<file path="src/rtl/dec_scan_seq.sv">
// Select generator for a 2**SEL_W-output decoder: steps sel through 0..2**SEL_W-1 with a programmable dwell.
// Define DEC_SCAN_ONEHOT_EN to add a registered one-hot output aligned with sel.
module dec_scan_seq #(
  parameter int SEL_W   = 3,
  parameter int DWELL_W = 8
) (
  input  logic               clk,
  input  logic               rst,
  input  logic               start,
  input  logic               stop,
  input  logic               mode,
  input  logic [DWELL_W-1:0] dwell,
  output logic [SEL_W-1:0]   sel,
  output logic               sel_valid,
  output logic               busy,
  output logic               sweep_done
`ifdef DEC_SCAN_ONEHOT_EN
  ,
  output logic [2**SEL_W-1:0] onehot
`endif
);
  localparam int N = 2**SEL_W;

  typedef enum logic {IDLE, RUN} state_t;

  typedef struct packed {
    logic               mode;
    logic [DWELL_W-1:0] dwell;
  } cfg_t;

  state_t             state;
  cfg_t               cfg_q;
  logic [DWELL_W-1:0] cnt;
  logic               dwell_last, sel_last, go;

  assign go         = start && !stop;
  assign dwell_last = (cnt == cfg_q.dwell - 1'b1);
  assign sel_last   = (sel == {SEL_W{1'b1}});

  always_ff @(posedge clk or posedge rst) begin
    if (rst) begin
      state      <= IDLE;
      cfg_q      <= '0;
      cnt        <= '0;
      sel        <= '0;
      sel_valid  <= 1'b0;
      busy       <= 1'b0;
      sweep_done <= 1'b0;
    end else begin
      sweep_done <= 1'b0;
      case (state)
        IDLE: if (go) begin
          state       <= RUN;
          sel         <= '0;
          sel_valid   <= 1'b1;
          busy        <= 1'b1;
          cnt         <= '0;
          cfg_q.mode  <= mode;
          cfg_q.dwell <= (dwell == '0) ? DWELL_W'(1) : dwell;
        end
        RUN: begin
          // stop overrides any sweep completion on the same edge
          if (stop) begin
            state     <= IDLE;
            sel       <= '0;
            sel_valid <= 1'b0;
            busy      <= 1'b0;
            cnt       <= '0;
          end else if (!dwell_last) begin
            cnt <= cnt + 1'b1;
          end else if (!sel_last) begin
            sel <= sel + 1'b1;
            cnt <= '0;
          end else begin
            sel        <= '0;
            cnt        <= '0;
            sweep_done <= 1'b1;
            if (cfg_q.mode) begin
              state     <= IDLE;
              sel_valid <= 1'b0;
              busy      <= 1'b0;
            end
          end
        end
        default: state <= IDLE;
      endcase
    end
  end

`ifdef DEC_SCAN_ONEHOT_EN
  logic [SEL_W-1:0] sel_nxt;
  logic             vld_nxt;

  // Next sel/sel_valid, so onehot lands on the same edge as sel
  always_comb begin
    sel_nxt = sel;
    vld_nxt = sel_valid;
    case (state)
      IDLE: if (go) begin
        sel_nxt = '0;
        vld_nxt = 1'b1;
      end
      RUN: begin
        if (stop) begin
          sel_nxt = '0;
          vld_nxt = 1'b0;
        end else if (dwell_last) begin
          if (!sel_last) sel_nxt = sel + 1'b1;
          else begin
            sel_nxt = '0;
            vld_nxt = !cfg_q.mode;
          end
        end
      end
      default: ;
    endcase
  end

  always_ff @(posedge clk or posedge rst) begin
    if (rst) onehot <= '0;
    else     onehot <= vld_nxt ? (N'(1) << sel_nxt) : '0;
  end
`endif
endmodule

</file>
<file path="config.mk">
export PLATFORM = sky130hd
export DESIGN_NAME = dec_scan_seq
export DESIGN_NICKNAME = d
export VERILOG_FILES = /design/src/rtl/dec_scan_seq.sv
export SDC_FILE = /design/constraint.sdc
export NUM_CORES = 1
export LEC_CHECK = 0
export BUFFER_PORTS_ARGS = -buffer_cell sky130_fd_sc_hd__buf_2
export CORE_MARGIN = 8
export CORE_UTILIZATION = 29
export DETAILED_ROUTE_END_ITERATION = 10
export SLEW_MARGIN = 20
export SYNTH_ARGS = -nofsm -noshare
export SYNTH_HDL_FRONTEND = slang
export SYNTH_SLANG_ARGS = --single-unit
export TNS_END_PERCENT = 50
</file>
<file path="constraint.sdc">
create_clock -name clk -period 2.2 [get_ports clk]
set_input_delay 0 -clock clk [delete_from_list [all_inputs] [get_ports clk]]
set_output_delay 0 -clock clk [all_outputs]
set_load 0.1 [all_outputs]
</file>
# Word level (Yosys, flattened, before mapping)
# Index checks and enable logic that the tools add are counted.
# W data, S select, Z words.
# totals
inputBits	13
elab_cells	49
reg_bits	23
# op_classes
add_sub_neg	3
mux	26
n_reduce_logical	6
bitwise_logic	1
eq_ne	6
# op_table
operator	n
$mux W8	4
$pmux W8 S2	1
$mux W1	14
$mux W3	4
$ne A3 B2 Y1 const B	3
$add A8 B1 Y8 const B	1
$eq A8 B8 Y1	1
$logic_not A8 Y1	1
$sub A8 B1 Y8 const B	1
$pmux W3 S2	1
$pmux W1 S2	2
$reduce_and A2 Y1	2
$reduce_and A4 Y1	1
$add A3 B1 Y3 const B	1
$eq A3 B3 Y1 const B	1
$ne A2 B2 Y1 const B	1
$logic_and A1 B1 Y1	1
$logic_not A1 Y1	1
$not A1 Y1	1

# Depth between registers and ports, before layout
# Gate-level depths: netlist of the first run.
# depth
word_depth	5
mapped_depth	8

# Least setup slack after synthesis of the first run
# No wires, ideal clock.
# synth_path
kind	reg-to-reg
start	register cfg_q[0] in the netlist's numbering
end	register sel[0]
slack_ns	-0.093
arrival_time_ns	2.171
setup_time_ns	0.122
synth_period_minus_slack_ns	2.293
path_buffers	0
required_time_ns	2.078
stages_incl_launch_ff	7
path_cell_list	dfrtp_1 or4_4 and4bb_1 a311oi_1 a2111oi_4 o21ai_2 a22o_1
# synth_between
elab_chain_len	4
# synth_lines
element	line	rtl
from (decl)	32	cfg_t cfg_q;
$sub A8 B1 Y8	37	assign dwell_last = (cnt == cfg_q.dwell - 1'b1);
$eq A8 B8 Y1	37	
$ne A3 B2 Y1 (no source line)	--	
$reduce_and A2 Y1 (no source line)	--	
to (signal assigned)	72	sel <= sel + 1'b1;
to (decl)	13	output logic [SEL_W-1:0] sel,
# No other way between the ends.
# A chain may end at the register's enable or synchronous reset.

# Final worst setup path of the first run
# layout_path
start	register cfg_q[0] in the netlist's numbering
end	register cnt[2]
# layout_between
elab_chain_len	5
# layout_lines
element	line	rtl
$sub A8 B1 Y8	37	
$eq A8 B8 Y1	37	
$mux W8	69	end else if (!dwell_last) begin
$mux W8	63	if (stop) begin
$pmux W8 S2	51	case (state)
to (signal assigned)	70	cnt <= cnt + 1'b1;
to (decl)	33	logic [DWELL_W-1:0] cnt;
# No other way between the ends.

==> impl_metrics.csv, run 1 <==
group,metric,value,unit
status,status,"complete, but fails checks",
status,violations,"negative setup slack",
place,hpwl,2240,um
setup_path,r2r-end,"cnt[2]",
detailed_routing,drtIter0Drc,25,
cells_and_area,n_fill_cell,431,
timing,whs,0.0616,ns
cells_and_area,finalInstanceArea,1760,um^2
synth,ys_seq_area_share,44.3,%
floorplanning,fp-row-count,24,
detailed_routing,routed_wl,3110,um
power,swShare,32.0,%
hold_path,holdPathStages,4,
detailed_routing,drc,0,
timing,worstMarginPinSlew,0.866,ns
setup_path,cp-end-kind,"flip-flop",
setup_path,rr_startpoint,"cfg_q[0]",
synth,ys_ff_latch,23,
cts,clkTransAtPathRegs,0.07,ns
hold_path,worstHoldStart,"stop",
cts,insertion_delay,0.26,ns
cells_and_area,antenna_cells,0,
synth,synth_nets,142,
global_route,grt_pass1_wl,5360,um
setup_path,rrSetupSlack,-0.13,ns
global_route,antenna_found_initial,0,
setup_path,ff2ff_path_depth,8,
cells_and_area,drive_gt1_share,29.8,%
power,p_leak,0.819,nW
detailed_routing,vias,1100,
floorplanning,initial_core_util,30.0,%
timing,skew,0.00218,ns
detailed_routing,vias_per_cell,5.00,
synth,yosysUniqueCellTypes,40,
place,gpl.final_weighted_congestion,0.757,
synth,async_reset_ff_share,100,%
floorplanning,core,4320,um^2
setup_path,cp-start-kind,"flip-flop",
setup_path,path_max_fanout,4,
setup_path,path_cells,"buf_6, or4_4, and4bb_1, a311oi_2, a2111oi_4, buf_4, o31ai_1, a22o_1",
timing,final.setup.tns,-1.00,ns
global_route,grt_pass1_vias,1195,
power,ir_drop,0.485,mV
power,clock_power_share,22.9,%
cts,clockRootBuffer,"clkbuf_8",
synth,synth.area.top_cells,"dfrtp_1 44%, xnor2_1 5.4%, mux2_1 4.3%",
global_route,grt_max_degree,24,
cells_and_area,final_cells,220,
timing,min_period,2.33,ns
timing,slew_headroom,42.2,%
cts,clk_path_buf_depth,2,
timing,hold_viol,0,
cells_and_area,most-common-layout-cells,"23 x dfrtp_1, 18 x buf_2, 11 x buf_4, 10 x dlygate4sd3_1, 9 x nor2_1",
power,internal-power,0.000764,W
hold_path,min_to,"busy",
power,power_density,637,nW/um^2
floorplanning,fp.dieH,82.9,um
timing,setup_slack,-0.133,ns
detailed_routing,first_pass_iters,4,
cells_and_area,final_common_cell,"dfrtp_1",
synth,synthDominantCellAreaShare,44.3,%
flow_run,cap_violations,0,
cts,cts-buffers-inserted,3,
power,p_seq_share,45.1,%
cells_and_area,areaGrowthSynthToFinish,35.6,%
hold_path,worstHoldPathType,"in2reg",
timing,final.period_utilization,106,%
place,place.port_buffers,18,
timing,rsz0062_at_grt,"true",
timing,slew_viol_final,0,
global_route,grt_usage,9.24,%
power,p_comb_share,32.0,%
floorplanning,ios,19,
setup_path,required,2.36,ns
timing,setup_viol,13,
timing,timing.fmax,429,MHz
synth,synth.avg_cell_area,10.4,um^2
synth,synth_top_cell_by_area,"dfrtp_1",
place,post-place-cells,199,
power,netSwitchingPower,0.000359,W
synth,synth_area,1300,um^2
setup_path,path_depth,8,
setup_path,worst-setup-path-type,"reg2reg",
place,place_area,1500,um^2
cts,clock-sinks,23,
cts,h-tree-depth,1,
power,power,0.00112,W
floorplanning,dieArea,6880,um^2
setup_path,cp_slowest_cell,"a2111oi_4",
floorplanning,die_w,82.9,um
setup_path,path_delay_family,"compound AO/OA/AOI/OAI gates",
detailed_routing,wl_per_cell,14.1,um
setup_path,worstPathArrival,2.49,ns
setup_path,crit_buf_inv,2,
setup_path,slowest_delay,0.49,ns
synth,ys.flop_type,"dfrtp_1",
synth,syn_inst,125,
cts,cts_tree,"done",
global_route,grt_overflow,0,
detailed_routing,postRouteAntennaNets,0,
cells_and_area,nets,186,
synth,ys_warn_count,0,
synth,synth_edf_count,0,
timing repair:
action	4_1_cts	5_1_grt
resized for setup	12	3
pin swaps	13	6
endpoints found under the hold margin	32	0
hold buffers	10	0
setup endpoints to repair	13	14
gates cloned	0	0
setup buffers	8	0
state kept, by name (all words and copies together), names as in the netlist:
signal,flops
sweep_done,1
cfg_q,9
sel,3
state,1
busy,1
cnt,8
final cells by class:
class | instances | area (um^2) | area share (%)
Clock buffer | 4 | 45.0 | 2.56
Inverter | 5 | 21.3 | 1.21
Multi-Input combinational cell | 94 | 748 | 42.5
Sequential cell | 23 | 576 | 32.7
Tap cell | 52 | 65.1 | 3.69
Timing Repair Buffer | 42 | 307 | 17.4
stage by stage:
step / setup WS (ns) / util (%)
floorplan: -0.0639 / -
global placement: -0.165 / 34.6
detailed placement: -0.223 / 34.6
CTS: -0.187 / 40.3
global route: -0.237 / 40.7
finish: -0.133 / 40.7
how the worst max path moves through the flow:
stage / from / endpoint / slack (ns)
5_1_grt: cfg_q[0] / sel[2] / -0.24
6_report: cfg_q[0] / cnt[2] / -0.13
3_3_place_gp: cfg_q[0] / cnt[2] / -0.17
3_5_place_dp: cfg_q[0] / sel[0] / -0.22
2_1_floorplan: cfg_q[0] / sel[0] / -0.06
4_1_cts: cfg_q[0] / cnt[2] / -0.19
synth_stat cells, types with 4 or more instances:
cell	n
dfrtp_1	23
nor2_1	10
nand2_1	8
xnor2_1	8
and2_1	6
a22o_1	5
mux2_1	5
xor2_1	5
ha_1	4
worst min-delay path, stage by stage:
cell	delay [ns]
buf_2	0.09
nor2_1	0.04
a21oi_1	0.10
a31oi_1	0.05
cells by family after synthesis:
kind of cell	share of synthesized area (%)
xor gates and xnor gates	8.77
adders and majority gates	3.85
buffers and inverters	2.60
AOI/OAI and AO/OA	16.1
and+or+nand+nor	19.2
muxes	5.20
DFF	44.3
power groups by stage:
stage	combinational (W)	sequential, W	clock (W)
after global placement	0.000286	0.000508	0
after detailed placement	0.000293	0.000512	0
after floorplan	0.000188	0.000528	0
after CTS	0.000354	0.000505	0.000272
after global routing	0.000396	0.000513	0.000290
final	0.000359	0.000506	0.000257
layer usage:
layer	GRT usage [%]	up-vias	wire length (um)
met2	16.5	22	1640
met4	4.79	0	87
met3	1.46	7	69
met1	10.2	530	1310
li1	-	541	-
met5	0	-	0
No activity file was read; power rests on OpenSTA's default activity.
==> run 2: changes to the inputs <==
--- a/config.mk
+++ b/config.mk
@@ -5,10 +5,13 @@
 export SDC_FILE = /design/constraint.sdc
 export NUM_CORES = 1
 export LEC_CHECK = 0
-export BUFFER_PORTS_ARGS = -buffer_cell sky130_fd_sc_hd__buf_2
+export BUFFER_PORTS_ARGS = -buffer_cell sky130_fd_sc_hd__buf_4
+export CELL_PAD_IN_SITES_DETAIL_PLACEMENT = 1
+export CELL_PAD_IN_SITES_GLOBAL_PLACEMENT = 1
 export CORE_MARGIN = 8
 export CORE_UTILIZATION = 29
 export DETAILED_ROUTE_END_ITERATION = 10
+export PLACE_DENSITY_LB_ADDON = 0.1
 export SLEW_MARGIN = 20
 export SYNTH_ARGS = -nofsm -noshare
 export SYNTH_HDL_FRONTEND = slang
==> impl_metrics.csv, run 2 (same netlist as run 1, synthesis figures left out) <==
group,metric,value,unit
detailed_routing,routed_wl,3310,um
setup_path,rr_startpoint,"cfg_q[0]",
power,p_seq_share,45.9,%
cts,clk_path_buf_depth,2,
floorplanning,fp.dieH,82.9,um
cells_and_area,final_common_cell,"buf_4",
setup_path,cp_slowest_cell,"or4_4",
status,status,"complete, but fails checks",
cells_and_area,largest_reg_flops,9,
floorplanning,fp-row-count,24,
cells_and_area,most-common-layout-cells,"26 x buf_4, 23 x dfrtp_1, 10 x nor2_1, 10 x dlygate4sd3_1",
setup_path,path_delay_family,"compound AO/OA/AOI/OAI gates",
timing,timing.fmax,434,MHz
timing,rsz0062_at_grt,"true",
cells_and_area,multi_input_area,708,um^2
global_route,grt_pass1_wl,5900,um
place,place.port_buffers,18,
global_route,grt_usage,9.92,%
flow_run,cap_violations,0,
hold_path,worstHoldPathType,"in2reg",
setup_path,path_depth,7,
timing,setup_viol,13,
cells_and_area,areaGrowthSynthToFinish,31.6,%
power,internal-power,0.000741,W
cells_and_area,final_cells,214,
setup_path,cp-start-kind,"flip-flop",
cells_and_area,drive_gt1_share,24.7,%
cts,insertion_delay,0.27,ns
power,power_density,648,nW/um^2
place,gpl.final_weighted_congestion,0.734,
detailed_routing,postRouteAntennaNets,0,
timing,whs,0.0212,ns
cts,cts_tree,"done",
timing,skew,0.00541,ns
status,violations,"negative setup slack",
floorplanning,initial_core_util,30.0,%
setup_path,slowest_delay,0.55,ns
cells_and_area,n_fill_cell,494,
floorplanning,ios,19,
cts,clockRootBuffer,"clkbuf_8",
setup_path,required,2.36,ns
place,post-place-cells,198,
cells_and_area,largest_register,"cfg_q",
setup_path,worst-setup-path-type,"reg2reg",
power,p_comb_share,29.3,%
timing,hold_viol,0,
power,p_leak,0.795,nW
cells_and_area,antenna_cells,0,
cells_and_area,nets,180,
hold_path,holdPathStages,4,
power,clock_power_share,24.8,%
floorplanning,dieArea,6880,um^2
floorplanning,die_w,82.9,um
timing,final.period_utilization,105,%
setup_path,path_cells,"or4_4, o221a_1, a311oi_2, a2111oi_4, buf_4, and2b_1, a22o_1",
place,place_area,1530,um^2
setup_path,crit_start,"cfg_q[0]",
cts,h-tree-depth,1,
timing,slew_viol_final,0,
place,dp_slack,-0.233,ns
timing,slew_headroom,38.7,%
power,swShare,33.1,%
cells_and_area,largestRegisters,"cfg_q (9), cnt (8), sel (3)",
power,ir_drop,0.284,mV
setup_path,crit_buf_inv,1,
cells_and_area,fin_util,39.5,%
detailed_routing,drc,0,
timing,min_period,2.30,ns
setup_path,path_max_fanout,4,
hold_path,worstHoldStart,"stop",
cts,cts-buffers-inserted,3,
detailed_routing,drtIter0Drc,41,
global_route,grt_max_degree,24,
detailed_routing,vias_per_cell,4.86,
floorplanning,core,4320,um^2
detailed_routing,first_pass_iters,3,
timing,setup_slack,-0.102,ns
cells_and_area,finalInstanceArea,1710,um^2
cts,clkTransAtPathRegs,0.09,ns
setup_path,ff2ff_path_depth,7,
global_route,antenna_found_initial,0,
cells_and_area,regArea,576,um^2
detailed_routing,wl_per_cell,15.5,um
setup_path,worstPathArrival,2.46,ns
global_route,grt_overflow,0,
cts,clock-sinks,23,
timing,worstMarginPinSlew,0.918,ns
detailed_routing,vias,1040,
setup_path,cp-end-kind,"flip-flop",
global_route,grt_pass1_vias,1249,
power,netSwitchingPower,0.000367,W
place,hpwl,2440,um
[run 2: cell types whose count changed in the layout (fill, tap and decap cells not counted), sizes merged]
cell	previous run	this run
clkbuf	4	3
clkinv	0	1
buf	32	26
[run 2: repair_timing]
action	in CTS	in global routing
resized for setup	3	0
endpoints found under the hold margin	32	0
hold buffers	10	0
pin swaps	0	1
setup buffers	2	0
setup endpoints to repair	13	14
[run 2: area by class of cell]
type                       instances  area share (%)
timing repair buffer              36            17.3
sequential                        23            33.7
clock inverter                     1           0.293
inverter                           5            1.10
tap                               52            3.81
clock buffer                       3            2.42
multi-input combinational         94            41.4
[run 2: path summary, 6_finish.rpt]
path                       endpoint  slack [ns]
max reg2reg                  sel[1]       -0.10
min                           state        0.02
min in group asynchronous  cfg_q[8]        0.48
min reg2reg                cfg_q[7]        0.54
max in group asynchronous    cnt[6]        1.14
max                          sel[1]       -0.10
[run 2: routing by layer]
layer | vias to the layer above | GRT usage, % | part of all wire [%]
met2 | 11 | 17.3 | 50
met3 | 2 | 2.34 | 2.9
met1 | 506 | 11.9 | 47
met4 | 0 | 2.40 | 0.57
li1 | 521 | - | -
met5 | - | 0 | 0
[run 2: per-stage QoR]
stage	power, W	TNS, ns
6_report	0.00111	-0.584
5_1_grt	0.00118	-2.17
4_1_cts	0.00112	-0.975
3_5_place_dp	0.000817	-1.75
3_3_place_gp	0.000810	-0.850
2_1_floorplan	0.000716	-0.192
[run 2: power groups by stage]
stage                     Clock, W  Combinational [W]  Sequential, W
after detailed placement         0           0.000300       0.000516
final                     0.000275           0.000325       0.000508
after floorplan                  0           0.000188       0.000528
after global routing      0.000305           0.000358       0.000515
after CTS                 0.000281           0.000331       0.000508
after global placement           0           0.000297       0.000513
[run 2: tightest hold or removal path, stage by stage]
cell and delay (ns):
buf_4 0.09, inv_2 0.04, o21ai_0 0.08, a31oi_1 0.05
